### src/rtl/nand_gate_stream.sv
// nand_gate_stream: NAND/AND reduction of NUM_IN operands
// feeding a DEPTH-entry result FIFO with valid/ready on both sides.
module nand_gate_stream #(
  parameter int WIDTH  = 8,
  parameter int NUM_IN = 2,
  parameter int DEPTH  = 4
) (
  input  logic                      clk,
  input  logic                      rst,
  input  logic                      mode,
  input  logic                      in_valid,
  output logic                      in_ready,
  input  logic [NUM_IN*WIDTH-1:0]   a,
  output logic                      out_valid,
  input  logic                      out_ready,
  output logic [WIDTH-1:0]          y,
  output logic [$clog2(DEPTH+1)-1:0] level,
  output logic [15:0]               results
);

  localparam int AW = $clog2(DEPTH);
  localparam int LW = $clog2(DEPTH+1);

  logic [WIDTH-1:0] r_mem [DEPTH];
  logic [AW-1:0]    r_wptr;
  logic [AW-1:0]    r_rptr;
  logic [LW-1:0]    r_level;
  logic [15:0]      r_results;

  logic [WIDTH-1:0] w_red;
  logic [WIDTH-1:0] w_res;
  logic             w_full;
  logic             w_empty;
  logic             w_push;
  logic             w_pop;

  always_comb begin
    w_red = '1;
    for (int i = 0; i < NUM_IN; i++) begin
      w_red = w_red & a[i*WIDTH +: WIDTH];
    end
  end

  assign w_res   = mode ? w_red : ~w_red;
  assign w_full  = (r_level == LW'(DEPTH));
  assign w_empty = (r_level == '0);

  // in_ready held low through reset; never looks at out_ready
  assign in_ready  = rst & ~w_full;
  assign out_valid = ~w_empty;
  assign w_push    = in_valid & in_ready;
  assign w_pop     = out_valid & out_ready;

  assign y       = w_empty ? '0 : r_mem[r_rptr];
  assign level   = r_level;
  assign results = r_results;

  always_ff @(posedge clk) begin
    if (w_push) begin
      r_mem[r_wptr] <= w_res;
    end
  end

  always_ff @(posedge clk or negedge rst) begin
    if (!rst) begin
      r_wptr    <= '0;
      r_rptr    <= '0;
      r_level   <= '0;
      r_results <= '0;
    end else begin
      if (w_push) begin
        r_wptr <= r_wptr + AW'(1);
      end
      if (w_pop) begin
        r_rptr    <= r_rptr + AW'(1);
        r_results <= r_results + 16'd1;
      end
      case ({w_push, w_pop})
        2'b10:   r_level <= r_level + LW'(1);
        2'b01:   r_level <= r_level - LW'(1);
        default: r_level <= r_level;
      endcase
    end
  end

endmodule

### config.mk
export PLATFORM = sky130hd
export DESIGN_NAME = nand_gate_stream
export DESIGN_NICKNAME = d
export VERILOG_FILES = /design/src/rtl/nand_gate_stream.sv
export SDC_FILE = /design/constraint.sdc
export NUM_CORES = 1
export LEC_CHECK = 0
export CORE_MARGIN = 4
export CORE_UTILIZATION = 50
export DETAILED_ROUTE_END_ITERATION = 8
export PLACE_DENSITY = 0.8
export SLEW_MARGIN = 20
export SYNTH_ARGS = -nofsm -noshare
export SYNTH_HDL_FRONTEND = slang
export SYNTH_SLANG_ARGS = --single-unit
### constraint.sdc
create_clock -name clk -period 3.9 [get_ports clk]
set_input_delay 0.585 -clock clk [delete_from_list [all_inputs] [get_ports clk]]
set_output_delay 0.585 -clock clk [all_outputs]
set_load 0.01 [all_outputs]
==> impl_metrics.tcl <==
set metrics [dict create \
    rsz0062_at_grt "false" \
    start_kind "flip-flop" \
    yosys.cell_types.count 28 \
    drv_cap 0 \
    post_cts_buffers 0 \
    cts_max_level 2 \
    fin_ws_ns 1.09 \
    final_antenna_net_count 0 \
    ctsResizeCount 0 \
    placed_area_mm2 0.00302 \
    cts_sinks 55 \
    cp_num_buf_inv 1 \
    p_leak_nw 1.21 \
    endpoint_kind "output port" \
    syn2layout_area_growth_pct 25.8 \
    antenna_cells 0 \
    postSynthNetCount 194 \
    outcome "completed" \
    ys_seq_area_share_pct 62.3 \
    io_pins 50 \
    synth_area_mm2 0.00246 \
    final_nets 247 \
    cts-buffers-inserted 5 \
    overflow 0 \
    final_cell_mix "clkdlybuf4s50_1, edfxtp_1, dfrtp_1, nand2_1, xor2_1" \
    hold_viol_final 0 \
    port_buffers 49 \
    grt_pass1_vias 1445 \
    min_period_ns 2.81 \
    criticalPathCategory "flip-flop to output port" \
    core_mm2 0.00475 \
    drive_gt1_share_pct 10.9 \
    grt_use_total_pct 14.7 \
    drt_iter0_drc 63 \
    tightestPinTransition_ns 0.595 \
    multi_input_area_um2 860 \
    wl_per_cell_um 14.5 \
    timing.final.crit_share_pct 72.0 \
    slowest_stage "dfrtp_1" \
    finalSetupViolations 0 \
    cts_hold_buf 0 \
    std_cell_rows 25 \
    worstPathArrival_ns 2.22 \
    finalInstanceArea_mm2 0.00310 \
    final-max-slew-violation-count 0 \
    dp_hpwl_um 3080 \
    clock.fmax_mhz 356 \
    synth_top_area_share_pct 39.0 \
    ys_warn_count 0 \
    fin_tns_setup_ns 0 \
    regArea_mm2 0.00154 \
    clk_latency_ns 0.29 \
    die_height_um 78.2 \
    required_ns 3.31 \
    cts.clk_slew.worst_paths_ns 0.09 \
    skew_ns 0.00388 \
    vdd_drop_max_v 0.000428 \
    cp_max_fo 10 \
    drc_errors 0 \
    gp_congestion 0.710 \
    dr.pass1.iters 4 \
    synthCells 166 \
    cts_root_buf "clkbuf_8" \
    avgSynthCellArea_um2 14.8 \
    crit_chain "mux4_2 -> nor2b_1 -> clkdlybuf4s50_1" \
    critPathMaxStageDelay_ns 0.73 \
    grt_max_degree 24 \
    vias 1393 \
    dp_slack_ns 1.18 \
    layout_commonest_cell "clkdlybuf4s50_1" \
    antenna_found_initial 0 \
    power_density_mw_per_mm2 594 \
    viasPerCell 4.85 \
    crit_family "flip-flops" \
    grt_pass1_wl_um 6960 \
    holdCritPathClass "flip-flop to flip-flop" \
    maxSlewHeadroom_pct 60.3 \
    synth_largest_area_cell "edfxtp_1" \
    start_util_pct 51.8 \
    wl_um 4170 \
    die_w_um 78.2 \
    synth_area_leaders "edfxtp_1, dfrtp_1, mux4_2, xor2_1, xnor2_1" \
    fillerInstances 372 \
    cts_tree "built" \
    cts_buffer_depth 2 \
    die-area_mm2 0.00612 \
    ys_ff_latch 55 \
]
-- per-stage QoR --
step / util, % / std cells / power (mW) / hold WS, ns
floorplan: - / 166 / 1.25 / 0.289
global placement: 63.5 / 279 / 1.56 / 0.464
detailed placement: 63.5 / 279 / 1.58 / 0.469
CTS: 65.2 / 287 / 1.87 / 0.480
global route: 65.2 / 287 / 1.96 / 0.506
finish: 65.2 / 287 / 1.84 / 0.480
-- cells in the mapped netlist (all sizes together) --
library cell,n
nor2,3
dfrtp,23
nor3,2
edfxtp,32
nand3,5
nand2,17
nor4,1
xor2,15
mux4,8
xnor2,14
and3,7
mux2i,1
nand4,2
nor2b,8
clkbuf,2
a31oi,1
buf,3
and4,2
inv,9
ha,6
mux2,2
o31a,1
and2,1
fa,1
-- logic make-up after synthesis --
| kind of cell | Yosys count | share of synthesized area, % |
|---|---|---|
| xor gates and xnor gates | 29 | 10.3 |
| and+or+nand+nor | 48 | 11.5 |
| adders and majority gates | 7 | 3.86 |
| DFF | 55 | 62.3 |
| buffers and inverters | 14 | 2.79 |
| AOI/OAI and AO/OA | 2 | 0.609 |
| muxes | 11 | 8.63 |
-- power breakdown --
group          switching (mW)  internal (mW)  total [mW]
clock                   0.166          0.126       0.292
sequential              0.131          0.733       0.865
combinational           0.270          0.416       0.686
-- sequential cells by signal, indices dropped and copies added (netlist names) --
name / flops
r_mem: 32
level: 3
r_wptr: 2
results: 16
r_rptr: 2
-- worst paths after layout --
path	from	to	slack, ns	depth (start not counted)
setup reg to reg	level[0]	level[2]	1.77	10
max in group asynchronous	rst	results[12]	2.96	2
setup / recovery	r_rptr[0]	y[5]	1.09	3
hold / removal	results[15]	results[15]	0.48	1
hold reg to reg	results[15]	results[15]	0.48	1
min in group asynchronous	rst	results[11]	0.71	2
-- cell type report --
cell class,instances,area share [%]
timing repair buffer,51,16.3
tap,67,2.70
clock buffer,7,2.46
sequential,55,49.6
clock inverter,1,0.161
multi-input combinational,97,27.7
inverter,9,1.09
-- per-layer routing --
layer  wire (um)  track usage, %  vias up
li1            -               -      686
met1        1890            19.6      671
met2        2070            23.6       30
met3         146            3.67        6
met4          61            5.24        0
met5           0               0        -
(Power assumes the default switching activity.)
